## src/rtl/occ_rom_arbiter_pkg.sv

```systemverilog
// rtl/occ_rom_arbiter_pkg.sv - shared FSM encoding and Occ ROM widths for the Occ ROM arbiter
package occ_rom_arbiter_pkg;

  localparam int OCC_ADDR_W = 8;
  localparam int OCC_DATA_W = 32;

  typedef enum logic [1:0] {
    ARB_IDLE  = 2'b00,
    ARB_ISSUE = 2'b01,
    ARB_WAIT  = 2'b10
  } arb_state_e;

endpackage

```

## src/rtl/occ_rom_arbiter_if.sv

```systemverilog
// rtl/occ_rom_arbiter_if.sv - requester-side request/grant/response bundle of the Occ ROM arbiter
interface occ_rom_arbiter_if
  import occ_rom_arbiter_pkg::*;
#(
  parameter int NUM_REQ = 2,
  parameter int ADDR_W  = OCC_ADDR_W,
  parameter int DATA_W  = OCC_DATA_W
);

  logic [NUM_REQ-1:0]        req;
  logic [NUM_REQ*ADDR_W-1:0] req_addr;
  logic [NUM_REQ-1:0]        gnt;
  logic [NUM_REQ-1:0]        rsp_valid;
  logic [DATA_W-1:0]         rsp_data;
  logic                      rsp_err;

  modport master (
    output req, req_addr,
    input  gnt, rsp_valid, rsp_data, rsp_err
  );

  modport slave (
    input  req, req_addr,
    output gnt, rsp_valid, rsp_data, rsp_err
  );

endinterface

```

## src/rtl/occ_rom_arbiter_rr_pick.sv

```systemverilog
// rtl/occ_rom_arbiter_rr_pick.sv - combinational round-robin priority encoder (first set bit from rr_ptr upward, wrapping)
module occ_rom_arbiter_rr_pick #(
  parameter int NUM_REQ = 2,
  parameter int IDX_W   = $clog2(NUM_REQ)
) (
  input  logic [NUM_REQ-1:0] req_i,
  input  logic [IDX_W-1:0]   rr_ptr_i,
  output logic [IDX_W-1:0]   idx_o,
  output logic               any_o
);

  int pos;

  // Scan from the farthest offset down so the nearest set bit from rr_ptr wins last.
  always_comb begin
    idx_o = '0;
    any_o = 1'b0;
    pos   = 0;
    for (int k = NUM_REQ - 1; k >= 0; k--) begin
      pos = int'(rr_ptr_i) + k;
      if (pos >= NUM_REQ) pos = pos - NUM_REQ;
      if (req_i[IDX_W'(pos)]) begin
        idx_o = IDX_W'(pos);
        any_o = 1'b1;
      end
    end
  end

endmodule

```

## src/rtl/occ_rom_arbiter.sv

```systemverilog
// rtl/occ_rom_arbiter.sv - round-robin sharing of the single Occ ROM read port; OCC_ARB_TIMEOUT_EN adds a WAIT watchdog
module occ_rom_arbiter
  import occ_rom_arbiter_pkg::*;
#(
  parameter int NUM_REQ        = 2,
  parameter int ADDR_W         = OCC_ADDR_W,
  parameter int DATA_W         = OCC_DATA_W,
  parameter int TIMEOUT_CYCLES = 255,
  parameter int IDX_W          = $clog2(NUM_REQ)
) (
  input  logic              clk,
  input  logic              rst_n,
  occ_rom_arbiter_if.slave  bus,
  output logic              ce_rom_Occ_o,
  output logic [ADDR_W-1:0] addr_rom_Occ_o,
  input  logic [DATA_W-1:0] data_Occ_i,
  input  logic              data_Occ_valid_i,
  output logic              busy_o
);

  arb_state_e         state_q, state_d;
  logic [IDX_W-1:0]   rr_ptr_q, rr_ptr_d;
  logic [IDX_W-1:0]   idx_q, idx_d;
  logic [ADDR_W-1:0]  addr_q, addr_d;
  logic               ce_q, ce_d;
  logic [NUM_REQ-1:0] gnt_q, gnt_d;
  logic [NUM_REQ-1:0] rsp_valid_q, rsp_valid_d;
  logic [DATA_W-1:0]  rsp_data_q, rsp_data_d;
  logic               rsp_err_q, rsp_err_d;

  logic [IDX_W-1:0]   pick_idx;
  logic               pick_any;
  logic [ADDR_W-1:0]  pick_addr;
  logic               timeout_hit;

  occ_rom_arbiter_rr_pick #(.NUM_REQ(NUM_REQ), .IDX_W(IDX_W)) u_rr_pick (
    .req_i    (bus.req),
    .rr_ptr_i (rr_ptr_q),
    .idx_o    (pick_idx),
    .any_o    (pick_any)
  );

  always_comb begin
    pick_addr = '0;
    for (int n = 0; n < NUM_REQ; n++) begin
      if (pick_idx == IDX_W'(n)) pick_addr = bus.req_addr[n*ADDR_W +: ADDR_W];
    end
  end

`ifdef OCC_ARB_TIMEOUT_EN
  logic [15:0] cnt_q, cnt_d;
  assign timeout_hit = (int'(cnt_q) + 1 >= TIMEOUT_CYCLES);
`else
  logic unused_timeout;
  assign timeout_hit    = 1'b0;
  assign unused_timeout = (TIMEOUT_CYCLES != 0);
`endif

  always_comb begin
    state_d     = state_q;
    rr_ptr_d    = rr_ptr_q;
    idx_d       = idx_q;
    addr_d      = addr_q;
    ce_d        = ce_q;
    gnt_d       = '0;
    rsp_valid_d = '0;
    rsp_data_d  = rsp_data_q;
    rsp_err_d   = 1'b0;
`ifdef OCC_ARB_TIMEOUT_EN
    cnt_d       = cnt_q;
`endif
    case (state_q)
      ARB_IDLE: begin
        if (pick_any) begin
          idx_d   = pick_idx;
          addr_d  = pick_addr;
          gnt_d   = NUM_REQ'(1) << pick_idx;
          ce_d    = 1'b1;
          state_d = ARB_ISSUE;
`ifdef OCC_ARB_TIMEOUT_EN
          cnt_d   = '0;
`endif
        end
      end
      ARB_ISSUE, ARB_WAIT: begin
        if (state_q == ARB_ISSUE) state_d = ARB_WAIT;
`ifdef OCC_ARB_TIMEOUT_EN
        cnt_d = cnt_q + 1'b1;
`endif
        // A valid arriving on the timeout cycle takes precedence over the error response.
        if (data_Occ_valid_i || timeout_hit) begin
          rsp_valid_d = NUM_REQ'(1) << idx_q;
          rsp_data_d  = data_Occ_valid_i ? data_Occ_i : '0;
          rsp_err_d   = !data_Occ_valid_i;
          ce_d        = 1'b0;
          rr_ptr_d    = (idx_q == IDX_W'(NUM_REQ - 1)) ? '0 : idx_q + 1'b1;
          state_d     = ARB_IDLE;
        end
      end
      default: state_d = ARB_IDLE;
    endcase
  end

  always_ff @(posedge clk) begin
    if (!rst_n) begin
      state_q     <= ARB_IDLE;
      rr_ptr_q    <= '0;
      idx_q       <= '0;
      addr_q      <= '0;
      ce_q        <= 1'b0;
      gnt_q       <= '0;
      rsp_valid_q <= '0;
      rsp_data_q  <= '0;
      rsp_err_q   <= 1'b0;
`ifdef OCC_ARB_TIMEOUT_EN
      cnt_q       <= '0;
`endif
    end else begin
      state_q     <= state_d;
      rr_ptr_q    <= rr_ptr_d;
      idx_q       <= idx_d;
      addr_q      <= addr_d;
      ce_q        <= ce_d;
      gnt_q       <= gnt_d;
      rsp_valid_q <= rsp_valid_d;
      rsp_data_q  <= rsp_data_d;
      rsp_err_q   <= rsp_err_d;
`ifdef OCC_ARB_TIMEOUT_EN
      cnt_q       <= cnt_d;
`endif
    end
  end

  assign bus.gnt        = gnt_q;
  assign bus.rsp_valid  = rsp_valid_q;
  assign bus.rsp_data   = rsp_data_q;
  assign bus.rsp_err    = rsp_err_q;
  assign ce_rom_Occ_o   = ce_q;
  assign addr_rom_Occ_o = addr_q;
  assign busy_o         = (state_q != ARB_IDLE);

endmodule

```

## src/flat_wrapper.sv

```systemverilog
// flat-port wrapper written by rule: the top's interface ports become plain ports
module occ_rom_arbiter_flat import occ_rom_arbiter_pkg::*;
#(
  parameter int NUM_REQ        = 2,
  parameter int ADDR_W         = OCC_ADDR_W,
  parameter int DATA_W         = OCC_DATA_W,
  parameter int TIMEOUT_CYCLES = 255,
  parameter int IDX_W          = $clog2(NUM_REQ)
)
  (clk, rst_n, ce_rom_Occ_o, addr_rom_Occ_o, data_Occ_i, data_Occ_valid_i, busy_o, bus_req, bus_req_addr, bus_gnt, bus_rsp_valid, bus_rsp_data, bus_rsp_err);
  occ_rom_arbiter_if #(.NUM_REQ(NUM_REQ), .ADDR_W(ADDR_W), .DATA_W(DATA_W)) bus_i ();
  input  logic clk;
  input  logic rst_n;
  output logic ce_rom_Occ_o;
  output logic [ADDR_W-1:0] addr_rom_Occ_o;
  input  logic [DATA_W-1:0] data_Occ_i;
  input  logic data_Occ_valid_i;
  output logic busy_o;
  input wire logic [$bits(bus_i.req)-1:0] bus_req;
  input wire logic [$bits(bus_i.req_addr)-1:0] bus_req_addr;
  output wire logic [$bits(bus_i.gnt)-1:0] bus_gnt;
  output wire logic [$bits(bus_i.rsp_valid)-1:0] bus_rsp_valid;
  output wire logic [$bits(bus_i.rsp_data)-1:0] bus_rsp_data;
  output wire logic [$bits(bus_i.rsp_err)-1:0] bus_rsp_err;
  assign bus_i.req = bus_req;
  assign bus_i.req_addr = bus_req_addr;
  assign bus_gnt = bus_i.gnt;
  assign bus_rsp_valid = bus_i.rsp_valid;
  assign bus_rsp_data = bus_i.rsp_data;
  assign bus_rsp_err = bus_i.rsp_err;
  occ_rom_arbiter #(.NUM_REQ(NUM_REQ), .ADDR_W(ADDR_W), .DATA_W(DATA_W), .TIMEOUT_CYCLES(TIMEOUT_CYCLES), .IDX_W(IDX_W)) u_core (.clk(clk), .rst_n(rst_n), .bus(bus_i), .ce_rom_Occ_o(ce_rom_Occ_o), .addr_rom_Occ_o(addr_rom_Occ_o), .data_Occ_i(data_Occ_i), .data_Occ_valid_i(data_Occ_valid_i), .busy_o(busy_o));
endmodule
```

## config.mk

```make
export PLATFORM = sky130hd
export DESIGN_NAME = occ_rom_arbiter_flat
export DESIGN_NICKNAME = d
export VERILOG_FILES = /design/src/rtl/occ_rom_arbiter_pkg.sv /design/src/rtl/occ_rom_arbiter_if.sv /design/src/rtl/occ_rom_arbiter_rr_pick.sv /design/src/rtl/occ_rom_arbiter.sv /design/src/flat_wrapper.sv
export SDC_FILE = /design/constraint.sdc
export NUM_CORES = 1
export LEC_CHECK = 0
export ABC_AREA = 1
export CORE_MARGIN = 8
export CORE_UTILIZATION = 35
export DETAILED_ROUTE_END_ITERATION = 10
export PLACE_DENSITY = 0.73
export SKIP_CTS_REPAIR_TIMING = 1
export SLEW_MARGIN = 15
export SYNTH_ARGS = -nofsm -noshare
export SYNTH_HDL_FRONTEND = slang
export SYNTH_SLANG_ARGS = --single-unit
```

## constraint.sdc

```tcl
create_clock -name clk -period 1.6 [get_ports clk]
set_input_delay 0.24 -clock clk [delete_from_list [all_inputs] [get_ports clk]]
set_output_delay 0.24 -clock clk [all_outputs]
set_load 0.01 [all_outputs]
```

* Word level (Yosys, flattened, before mapping)
Index checks and enable logic that the tools add are counted.
** Operators by class
- Mux-type cells :: 19
- Order comparisons :: 4
- Add/subtract/negate cells :: 4
- Shifts and indexed selects :: 2
- Equality and inequality tests :: 5
- Reductions and logical operators :: 11
** Operator list (count)
- 1-bit 2-to-1 mux :: 13
- 3-bit AND reduction :: 3
- 8-bit 2-to-1 mux :: 1
- 1-bit by 3-bit < comparator with 1-bit output, second input constant :: 2
- 2-bit 2-to-1 mux :: 3
- 2-bit AND reduction :: 3
- 2-bit case mux with 2 select lines :: 1
- 2-bit nonzero test :: 2
- 1-bit by 1-bit << shifter with 2-bit output, first input constant :: 2
- 3-bit by 2-bit inequality test with 1-bit output, second input constant :: 1
- 1-bit by 1-bit adder with 2-bit output, second input constant :: 1
- 2-bit by 1-bit equality test with 1-bit output, second input constant :: 1
- 2-bit equality test, second input constant :: 1
- 1-bit by 2-bit >= comparator with 1-bit output, second input constant :: 1
- 2-bit >= comparator, second input constant :: 1
- 2-bit logical NOT :: 1
- 2-bit by 1-bit inequality test with 1-bit output, second input constant :: 1
- 2-bit inequality test, second input constant :: 1
- 1-bit case mux with 2 select lines :: 1
- 2-bit OR reduction :: 1
- 1-bit subtractor, second input constant :: 2
- 1-bit adder, second input constant :: 1
- 1-bit logical NOT :: 1
** Storage, ports and cells
- Register bits :: 50
- Bits of input ports :: 53

* Longest topological paths before layout
Gate-level depths: netlist of the first run.
- Word-level depth :: 10
- Mapped depth :: 7
- Depth with buffers taken out :: 7

* Hierarchy
From an unflattened synthesis of the first run, not the netlist that was laid out.
** Unflattened totals
- Cells, all modules :: 261
- Area, all modules :: 1924.3 µm²
** Modules (own cells, without submodules)
- occ_rom_arbiter :: instances 1, cells an instance 258, area an instance 1909.3 µm², seq. area each 1001.0 µm²
- occ_rom_arbiter_rr_pick :: instances 1, cells an instance 3, area an instance 15.0 µm², seq. area each 0.0 µm²

* Worst setup path after synthesis of the first run
No wires, ideal clock.
- Path kind :: register -> register
- From :: reg u_core.state_q[0]
- To :: reg u_core.rsp_data_q[0], in the netlist u_core.bus.rsp_data[0]
- Setup slack :: 0.312 ns
- Cell stages (with the launch flop) :: 7
- Arrival :: 1.173 ns
- Library setup time :: 0.116 ns
- Path buffers :: 1
- Path through :: dfxtp_1 -> inv_1 -> ha_1 -> nand2_4 -> clkbuf_2 -> o21ai_0 -> nor2_1
** On the way
- Longest elaborated chain between the ends :: 3
** RTL lines
- start: declaration :: line occ_rom_arbiter.sv:21 : arb_state_e state_q, state_d;
- start signal: assignment :: line occ_rom_arbiter.sv:119 : state_q <= state_d;
- 2-bit equality test or 2-bit by 1-bit equality test with 1-bit output (tied branches) :: line occ_rom_arbiter.sv:72 : case (state_q)
- 2-bit OR reduction * :: line occ_rom_arbiter.sv:72
- 2-bit AND reduction (no line) *
- end signal: assignment :: line occ_rom_arbiter.sv:126 : rsp_data_q <= rsp_data_d;
- end: declaration :: line occ_rom_arbiter.sv:28 : logic [DATA_W-1:0] rsp_data_q, rsp_data_d;
Every way passes the cells marked *; elsewhere a longest branch is shown, timed or not.
A chain may end at the register's enable or synchronous reset.

* Worst setup path in the final report of the first run
- From :: reg u_core.state_q[0]
- To :: reg u_core.rsp_data_q[20], in the netlist u_core.bus.rsp_data[20]
Same word-level chain as after synthesis.

==> out/results.ini, run 1 <==
[drt]
firstDrtPassIters=4
wl_per_cell_um=12.80
wl_um=5195
vias_per_cell=4.382
ant_nets=0
drt_iter0_drc=103
drc_errors=0
num_vias=1779

[worst_setup_path]
slowest_delay_ns=0.37
worstPathCellList=inv_1 -> ha_2 -> nand2_4 -> buf_12 -> o21ai_0 -> nor2_1
critPathKind=flop to flop
critPathMaxFanout=24
worst_ep_arrival_time_ns=1.64
crit_path_end_kind=flop
crit_path_top_delay_cell=ha_2
worstPathRequired_ns=1.80
cp-start-kind=flop

[global_routing]
grt_pass1_vias=1678
grt_usage=0.1313
grt_first_pass_wirelength_um=8169
grt_max_degree=49
grt_overflow=0
grt_antenna_before_repair=0

[status]
status=finished, final reports clean

[cts]
clk_pin_slew_ns=0.09
cts_root_buffer=clkbuf_8
cts_buffers=5
cts_tree=yes
clockBufferDepth=2
clk_latency_ns=0.30
htree_levels=2
cts_sinks=50

[final_layout]
finish.utilization=0.5815
synthToLayoutAreaGrowth_pct=59.10
nets=391
fin_cells=406
fin_area_mm2=0.003008
nFillCells=488
diodes=0
drive_gt1_frac=0.04762

[logic_synthesis]
synthesis.nets=296
synth_seq_cells=50
yosys.cell_types.count=20
synth-edff-count=0
yosysTopAreaCellShare=0.5295
async_flop_share=0
yosysMostFrequentCell=nor2_1
ys_seq_area_frac=0.5295
synth_top_flop_cell=dfxtp_1
synth_common_cells=70 x nor2_1, 50 x dfxtp_1, 48 x o21ai_0
avgSynthCellArea_um2=7.877
mappedNetlistArea_mm2=0.001891
yosysWarningCount=0
syn-instance-count=240
synth_top_area_cell=dfxtp_1
synthTopCellsByArea=dfxtp_1 53%, nor2_1 14%, o21ai_0 13%, inv_1 3.4%, buf_6 3.0%

[placement]
dp_hpwl_um=3775
placed_cell_area_mm2=0.002908
dp.cells=398
numPortBuffers=98
place.gp.congestion=0.7543

[pwr]
vdd_drop_max_mv=0.4604
power_leakage_uw=0.001219
powerDensity_mw_per_mm2=1151
finalPower_uw=3462

[worst_hold_path]
hold_path_class=flop to flop

[sta]
final.period_utilization=0.9030
holdWs_ns=0.4643
slew_viol_final=0
hold_viol_final=0
clock_skew_ns=0.003063
setup_viol=0
rsz0062_at_grt=no
fmax_mhz=692.1
fin_crit_ns=1.445

[floorplanning]
core_mm2=0.005172
chipWidth_um=89.50
io_pins=100
die_area_mm2=0.008009
num_rows=26
die_h_um=89.50
start_util=0.3655

[job]
cap_viol_max_count=0

-- layout make-up --
class                           instances  area (um2)  share of cell area
Timing Repair Buffer                  100        1023              0.3403
Sequential cell                        50        1002              0.3332
Multi-Input combinational cell        159       724.4              0.2408
Tap cell                               70       87.58             0.02912
Clock buffer                            7       86.33             0.02870
Inverter                               19       78.83             0.02621
Clock inverter                          1       5.005            0.001664
-- power breakdown --
group	switching [uW]	leakage, uW	internal [uW]
Sequential	99.2	0.000411	1450
Clock	399	0.0000482	350
Combinational	546	0.000759	621
Total	1040	0.00122	2420
-- cell families after synthesis --
| logic type | Yosys count | share of synthesized area |
|---|---|---|
| other | 1 | 0.001984 |
| AND/OR/NAND/NOR | 92 | 0.1919 |
| adder cells (fa/ha/maj) | 3 | 0.01986 |
| buffers and inverters | 31 | 0.08868 |
| AO/OA/AOI/OAI | 63 | 0.1681 |
| flip-flops | 50 | 0.5295 |
-- registers in the layout, indices dropped and copies added (netlist names) --
name                   cells
u_core.bus.rsp_data       32
u_core.addr_rom_Occ_o      8
u_core.bus.gnt             2
u_core.bus.rsp_valid       2
u_core.state_q             2
u_core.bus.rsp_err         1
u_core.ce_rom_Occ_o        1
u_core.idx_q               1
u_core.rr_ptr_q            1
-- worst max-delay path: cells and delay by family, from the launching register on --
| kind | cells | cell delay, ns |
|---|---|---|
| DFF | 1 | 0.36 |
| AOI/OAI and AO/OA | 1 | 0.17 |
| adders and majority gates | 1 | 0.37 |
| and+or+nand+nor | 2 | 0.20 |
| buffers and inverters | 2 | 0.25 |
-- per-layer routing --
| layer | up-vias | track usage | share of wire | routed length, um |
|---|---|---|---|---|
| met5 | - | 0 | 0 | 0 |
| met4 | 0 | 0.03172 | 0.0067 | 35 |
| met3 | 4 | 0.05239 | 0.091 | 471 |
| met2 | 61 | 0.2175 | 0.46 | 2383 |
| met1 | 766 | 0.1541 | 0.44 | 2304 |
| li1 | 948 | - | - | - |
-- stage by stage --
step | worst slack, ns | setup TNS (ns)
finish | 0.1551 | 0
global route | 0.01420 | 0
CTS | -0.2658 | -0.2658
detailed placement | 0.05896 | 0
global placement | 0.1227 | 0
floorplan | 0.3117 | 0
-- path summary, 6_finish.rpt --
check | from | endpoint | slack (ns) | cells past startpoint
worst max-delay path | u_core.state_q[0]$_SDFFE_PN0P_ | u_core.bus.rsp_data[20]$_SDFFE_PN0P_ | 0.16 | 6
worst min-delay path | u_core.idx_q$_SDFFE_PN0P_ | u_core.bus.rsp_valid[1]$_SDFF_PN0_ | 0.46 | 2
worst max register to register | u_core.state_q[0]$_SDFFE_PN0P_ | u_core.bus.rsp_data[20]$_SDFFE_PN0P_ | 0.16 | 6
worst min register to register | u_core.idx_q$_SDFFE_PN0P_ | u_core.bus.rsp_valid[1]$_SDFF_PN0_ | 0.46 | 2
-- cell usage in the layout, fill, tap and decap left out, drive strengths merged --
cell type and n:
clkdlybuf4s50 97, nor2 70, dfxtp 50, o21ai 50
inv 19, nand2 18, a21oi 11, clkbuf 7
nand3 4, ha 3, o22ai 2, buf 2
clkinv 1, dlymetal6s2s 1, conb 1
Power figures use the tool's default switching activity.
==> inputs of run 2 (changes only) <==
--- a/config.mk
+++ b/config.mk
@@ -6,10 +6,10 @@
 export NUM_CORES = 1
 export LEC_CHECK = 0
 export ABC_AREA = 1
-export CORE_MARGIN = 8
+export CORE_MARGIN = 2
 export CORE_UTILIZATION = 35
 export DETAILED_ROUTE_END_ITERATION = 10
-export PLACE_DENSITY = 0.73
+export PLACE_DENSITY = 0.83
 export SKIP_CTS_REPAIR_TIMING = 1
 export SLEW_MARGIN = 15
 export SYNTH_ARGS = -nofsm -noshare
==> run 2 against run 1 <==
  * Worst hold slack improved by 0.0019 ns
  * Via count increased by 2.0%
  * Cell count increased by 0.25%
  * Largest cell class unchanged
  * Clock skew increased by 0.0051 ns
  * Die area decreased by 25%
  * First-iteration DRC count decreased by 35%
  * Design area increased by 0.79%
  * Non-clock buffer count increased by 2
  * Highest routed layer unchanged
  * Sequential share of layout area decreased by 0.26 points
  * Worst setup slack got worse by 0.017 ns
==> out/results.ini, run 2 (same netlist as run 1, synthesis figures left out) <==
[floorplanning]
io_pins=100  ; unchanged
chipWidth_um=77.50  ; -13%
die_area_mm2=0.006005  ; -25%
die_h_um=77.50  ; -13%
num_rows=26  ; unchanged
start_util=0.3655  ; unchanged
core_mm2=0.005172  ; unchanged

[global_routing]
grt_first_pass_wirelength_um=7507  ; -8.1%
grt_usage=0.1535  ; +0.02219
grt_overflow=0  ; unchanged
grt_pass1_vias=1725  ; +2.8%
grt_max_degree=49  ; unchanged
grt_antenna_before_repair=0  ; unchanged

[sta]
clock_skew_ns=0.008151  ; +0.005088 ns
fmax_mhz=684.0  ; -1.2%
fin_crit_ns=1.462  ; +0.01720 ns
slew_viol_final=0  ; unchanged
holdWs_ns=0.4662  ; +0.001915 ns
rsz0062_at_grt=no
final.period_utilization=0.9138  ; +0.01075
setup_viol=0  ; unchanged
setup_ws_ns=0.1379  ; -0.01720 ns
hold_viol_final=0  ; unchanged

[worst_setup_path]
worstSetupEndpoint=u_core.bus.rsp_data[18]$_SDFFE_PN0P_
critPathKind=flop to flop
critPathMaxFanout=13  ; -46%
crit_path_end_kind=flop
worstPathCellList=inv_1 -> ha_2 -> nand2_4 -> buf_4 -> o21ai_0 -> nor2_1
slowest_delay_ns=0.38  ; about the same
worst_ep_arrival_time_ns=1.65  ; about the same
cpLargestDelayFamily=adder cells
critPathLaunch=u_core.state_q[1]$_SDFFE_PN0P_
crit_path_top_delay_cell=ha_2
rr_worst_depth=6  ; unchanged
r2r_start=u_core.state_q[1]$_SDFFE_PN0P_
cp-start-kind=flop
r2r-end=u_core.bus.rsp_data[18]$_SDFFE_PN0P_
path_buf_inv=2  ; unchanged
worstPathRequired_ns=1.79  ; about the same
reg2reg_slack_ns=0.14  ; -0.02 ns
worstSetupPathDepth=6  ; unchanged

[drt]
dr_wl_met3_um=336  ; -29%
drt_iter0_drc=67  ; -35%
ant_nets=0  ; unchanged
wl_um=4615  ; -11%
vias_per_cell=4.457  ; +1.7%
top_layer_used=met4
met2_length_um=2224  ; -6.7%
met1_length_um=2014  ; -13%
wl_per_cell_um=11.34  ; -11%
firstDrtPassIters=4  ; unchanged
num_vias=1814  ; +2.0%
drc_errors=0  ; unchanged

[final_layout]
multi_input_area_um2=724.4  ; unchanged
largest_reg_flops=32  ; unchanged
seq_area_mm2=0.001002  ; unchanged
nFillCells=483  ; -1.0%
synthToLayoutAreaGrowth_pct=60.36
drive_gt1_frac=0.05341  ; +0.005793
final_common_cell=clkdlybuf4s50_1
final_cell_mix=97 x clkdlybuf4s50_1, 70 x nor2_1, 49 x dfxtp_1, 48 x o21ai_0, 17 x inv_1
nets=393  ; +0.51%
diodes=0  ; unchanged

[pwr]
vdd_drop_max_mv=0.5770  ; +25%
powerDensity_mw_per_mm2=1184  ; +2.9%
power_leakage_uw=0.001231  ; +0.97%

[cts]
cts_root_buffer=clkbuf_8
clk_pin_slew_ns=0.09  ; about the same
cts_buffers=5  ; unchanged
cts_sinks=50  ; unchanged
clk_latency_ns=0.30  ; about the same
htree_levels=2  ; unchanged
clockBufferDepth=2  ; unchanged
cts_tree=yes

[placement]
numPortBuffers=98  ; unchanged
dp_hpwl_um=3385  ; -10%
place.gp.congestion=0.7467  ; -1.0%
place_ws_ns=0.09700  ; +0.03803 ns

[job]
cap_viol_max_count=0  ; unchanged

[worst_hold_path]
hp-start=u_core.rr_ptr_q$_SDFFE_PN0P_
hold_path_class=flop to flop

[status]
status=finished, final reports clean

==> run 2: worst min path at each step <==
stage,endpoint,depth (start not counted)
after floorplan,u_core.bus.rsp_data[10]$_SDFFE_PN0P_,2
after global placement,u_core.bus.rsp_valid[0]$_SDFF_PN0_,1
after detailed placement,u_core.bus.rsp_valid[0]$_SDFF_PN0_,1
after CTS,u_core.bus.rsp_valid[0]$_SDFF_PN0_,1
after global routing,u_core.bus.rsp_data[21]$_SDFFE_PN0P_,2
final,u_core.bus.gnt[0]$_SDFF_PN0_,1
==> run 2: area by class of cell <==
cell class,count,area share
repair buffers,102,0.3384
multi-input cells,159,0.2390
clock inverters,1,0.009905
clock buffers,6,0.02724
inverters,19,0.02600
flip-flops and latches,50,0.3306
well taps,70,0.02889
==> run 2: report_power, final <==
group | switching [uW] | internal [uW] | total [uW]
Clock | 384 | 500 | 884
Sequential | 103 | 1450 | 1550
Combinational | 534 | 619 | 1150
Total | 1020 | 2570 | 3590
==> run 2: per-stage QoR <==
stage	std cells	setup TNS (ns)	power [uW]	instance area, um2	utilization
finish	407	0	3590	3032	0.5861
global route	407	0	3823	3032	0.5861
CTS	407	-0.2453	3639	3023	0.5844
detailed placement	400	0	2741	2910	0.5627
global placement	400	0	2707	2910	0.5627
floorplan	240	0	2162	1891	-
==> run 2: metal layers <==
metal	GRT usage	vias to the layer above
li1	-	951
met1	0.1726	795
met2	0.2748	63
met3	0.05581	5
met4	0.03750	0
met5	0	-
==> inputs of run 3 (changes only) <==
--- a/config.mk
+++ b/config.mk
@@ -9,9 +9,11 @@
 export CORE_MARGIN = 2
 export CORE_UTILIZATION = 35
 export DETAILED_ROUTE_END_ITERATION = 10
-export PLACE_DENSITY = 0.83
+export DONT_BUFFER_PORTS = 1
+export PLACE_DENSITY = 0.59
 export SKIP_CTS_REPAIR_TIMING = 1
 export SLEW_MARGIN = 15
 export SYNTH_ARGS = -nofsm -noshare
 export SYNTH_HDL_FRONTEND = slang
+export SYNTH_HIERARCHICAL = 1
 export SYNTH_SLANG_ARGS = --single-unit
==> run 3 against run 2 <==
  * Design area shrank 33%
  * Clock power is 17% lower
  * Global-route usage shrank 1.2 points
  * Critical path type unchanged
  * Critical endpoint is now u_core/bus.rsp_data[10]$_SDFFE_PN0P_
  * Highest routed layer unchanged
==> out/results.ini, run 3 <==
[global_routing]
grt_usage=0.1412  ; -0.01224
grt_max_degree=42  ; -14%
grt_first_pass_wirelength_um=6906  ; -8.0%
grt_pass1_vias=1512  ; -12%
grt_overflow=0  ; unchanged
grt_antenna_before_repair=0  ; unchanged

[final_layout]
drive_gt1_frac=0.05039  ; -0.003025
final_common_cell=nor2_1
nFillCells=568  ; +18%
final_cell_mix=87 x nor2_1, 50 x dfxtp_1, 37 x nand2_1, 32 x o21ai_0, 17 x inv_1
largest_reg_flops=32  ; unchanged
nets=313  ; -20%
fin_area_mm2=0.002034  ; -33%
diodes=0  ; unchanged
synthToLayoutAreaGrowth_pct=5.722

[placement]
numPortBuffers=0  ; -100%
dp_hpwl_um=3017  ; -11%
placed_cell_area_mm2=0.001941  ; -33%
place.gp.congestion=0.7222  ; -3.3%
place_ws_ns=0.1074  ; +0.01044 ns

[drt]
vias_per_cell=4.637  ; +4.0%
drc_errors=0  ; unchanged
num_vias=1521  ; -16%
drt_iter0_drc=37  ; -45%
firstDrtPassIters=4  ; unchanged
wl_per_cell_um=12.91  ; +14%
wl_um=4233  ; -8.3%
ant_nets=0  ; unchanged

[logic_synthesis]
synth_common_cells=87 x nor2_1, 50 x dfxtp_1, 37 x nand2_1
synth_top_flop_cell=dfxtp_1
synthesis.nets=317  ; +7.1%
syn-instance-count=261  ; +8.8%
mappedNetlistArea_mm2=0.001924  ; +1.8%
ys_seq_area_frac=0.5202  ; -0.009295
synth_seq_cells=50  ; unchanged
async_flop_share=0  ; unchanged
yosysMostFrequentCell=nor2_1
synth_top_area_cell=dfxtp_1
synthTopCellsByArea=dfxtp_1 52%, nor2_1 17%, o21ai_0 8.6%, nand2_1 7.2%, nand3_1 3.4%
yosys.cell_types.count=18  ; -10%
avgSynthCellArea_um2=7.373  ; -6.4%
yosysTopAreaCellShare=0.5202  ; -0.009295
synth-edff-count=0  ; unchanged
yosysWarningCount=6  ; +6

[floorplanning]
die_h_um=78.15  ; +0.85%
chipWidth_um=78.15  ; +0.85%
start_util=0.3697  ; +0.004206
die_area_mm2=0.006107  ; +1.7%
num_rows=26  ; unchanged
io_pins=100  ; unchanged
core_mm2=0.005205  ; +0.63%

[pwr]
power_leakage_uw=0.0008991  ; -27%
vdd_drop_max_mv=0.4981  ; -14%
powerDensity_mw_per_mm2=1456  ; +23%

[sta]
setup_ws_ns=0.1287  ; -0.009236 ns
final.period_utilization=0.9196  ; +0.005772
slew_viol_final=0  ; unchanged
fmax_mhz=679.7  ; -0.63%
rsz0062_at_grt=yes
clock_skew_ns=0.005962  ; -0.002189 ns
fin_crit_ns=1.471  ; +0.009236 ns
hold_viol_final=0  ; unchanged
setup_viol=0  ; unchanged

[worst_setup_path]
r2r-end=u_core/bus.rsp_data[10]$_SDFFE_PN0P_
critPathMaxFanout=20  ; +7
worstPathCellList=inv_1 -> ha_1 -> nand2_2 -> buf_4 -> o21ai_0 -> nor2_1
worstPathRequired_ns=1.79  ; about the same
critPathKind=flop to flop
cp-start-kind=flop
worst_ep_arrival_time_ns=1.66  ; about the same
r2r_start=u_core/state_q[0]$_SDFFE_PN0P_
reg2reg_slack_ns=0.13  ; about the same
slowest_delay_ns=0.36  ; -0.02 ns
rr_worst_depth=6  ; unchanged
crit_path_end_kind=flop
crit_path_top_delay_cell=dfxtp_1

[worst_hold_path]
hp-start=rst_n
holdPathStages=2  ; +1
hold_path_class=input port to flop
hold_end=u_core/state_q[0]$_SDFFE_PN0P_

[cts]
cts_sinks=50  ; unchanged
cts_root_buffer=clkbuf_8
clockBufferDepth=2  ; unchanged
cts_tree=yes
clk_pin_slew_ns=0.09  ; about the same
clk_latency_ns=0.29  ; about the same
cts_buffers=5  ; unchanged
htree_levels=2  ; unchanged

[job]
cap_viol_max_count=0  ; unchanged

[status]
status=finished, final reports clean

==> run 3: worst max path at each step <==
stage                                   startpoint                                    to  cells after the start
finish              u_core/state_q[0]$_SDFFE_PN0P_  u_core/bus.rsp_data[10]$_SDFFE_PN0P_                      6
global route        u_core/state_q[0]$_SDFFE_PN0P_  u_core/bus.rsp_data[28]$_SDFFE_PN0P_                      6
CTS                 u_core/state_q[0]$_SDFFE_PN0P_          u_core/rr_ptr_q$_SDFFE_PN0P_                      6
detailed placement  u_core/state_q[0]$_SDFFE_PN0P_          u_core/rr_ptr_q$_SDFFE_PN0P_                      6
global placement    u_core/state_q[0]$_SDFFE_PN0P_          u_core/rr_ptr_q$_SDFFE_PN0P_                      6
floorplan           u_core/state_q[0]$_SDFFE_PN0P_  u_core/bus.rsp_data[10]$_SDFFE_PN0P_                      6
==> run 3: layout make-up <==
class                   count  area [um2]  share of cell area
clock inverters             1       5.005            0.002460
inverters                  20       80.08             0.03936
well taps                  70       87.58             0.04305
repair buffers              2       15.01            0.007380
flip-flops and latches     50        1001              0.4920
multi-input cells         178       759.5              0.3733
clock buffers               7       86.33             0.04244
==> run 3: metal layers <==
layer	vias to the layer above	track usage	share of wire
li1	793	-	-
met1	652	0.1603	0.44
met2	71	0.2388	0.44
met3	5	0.06552	0.11
met4	0	0.03860	0.0057
met5	-	0	0
==> run 3: worst max-delay path, delay by kind of cell (launching register included) <==
kind	cells	cell delay, ns
DFF	1	0.36
adders and majority gates	1	0.35
buffers and inverters	2	0.29
AOI/OAI and AO/OA	1	0.20
and+or+nand+nor	2	0.17
==> run 3: stage by stage <==
step	TNS (ns)	utilization	instances	hold slack, ns	power [uW]
after floorplan	0	-	261	0.4043	2173
after global placement	0	0.3728	320	0.3700	2247
after detailed placement	0	0.3728	320	0.3747	2272
after CTS	0	0.3904	328	0.05394	3020
after global routing	-0.05365	0.3909	328	0.06131	3194
final	0	0.3909	328	0.06955	2962
==> run 3: cells by family (layout without fill, tap and decap cells) <==
family / count (synthesis) / after routing / share of synthesized area
adders and majority gates: 3 / 3 / 0.01951
DFF: 50 / 50 / 0.5202
AOI/OAI and AO/OA: 36 / 36 / 0.09428
and+or+nand+nor: 138 / 138 / 0.2789
other: 1 / 1 / 0.001949
buffers and inverters: 33 / 30 / 0.08518
==> run 3: where the power goes <==
part	total (uW)	switching [uW]	internal, uW
Clock	733	383	349
Sequential	1660	215	1450
Combinational	568	366	202
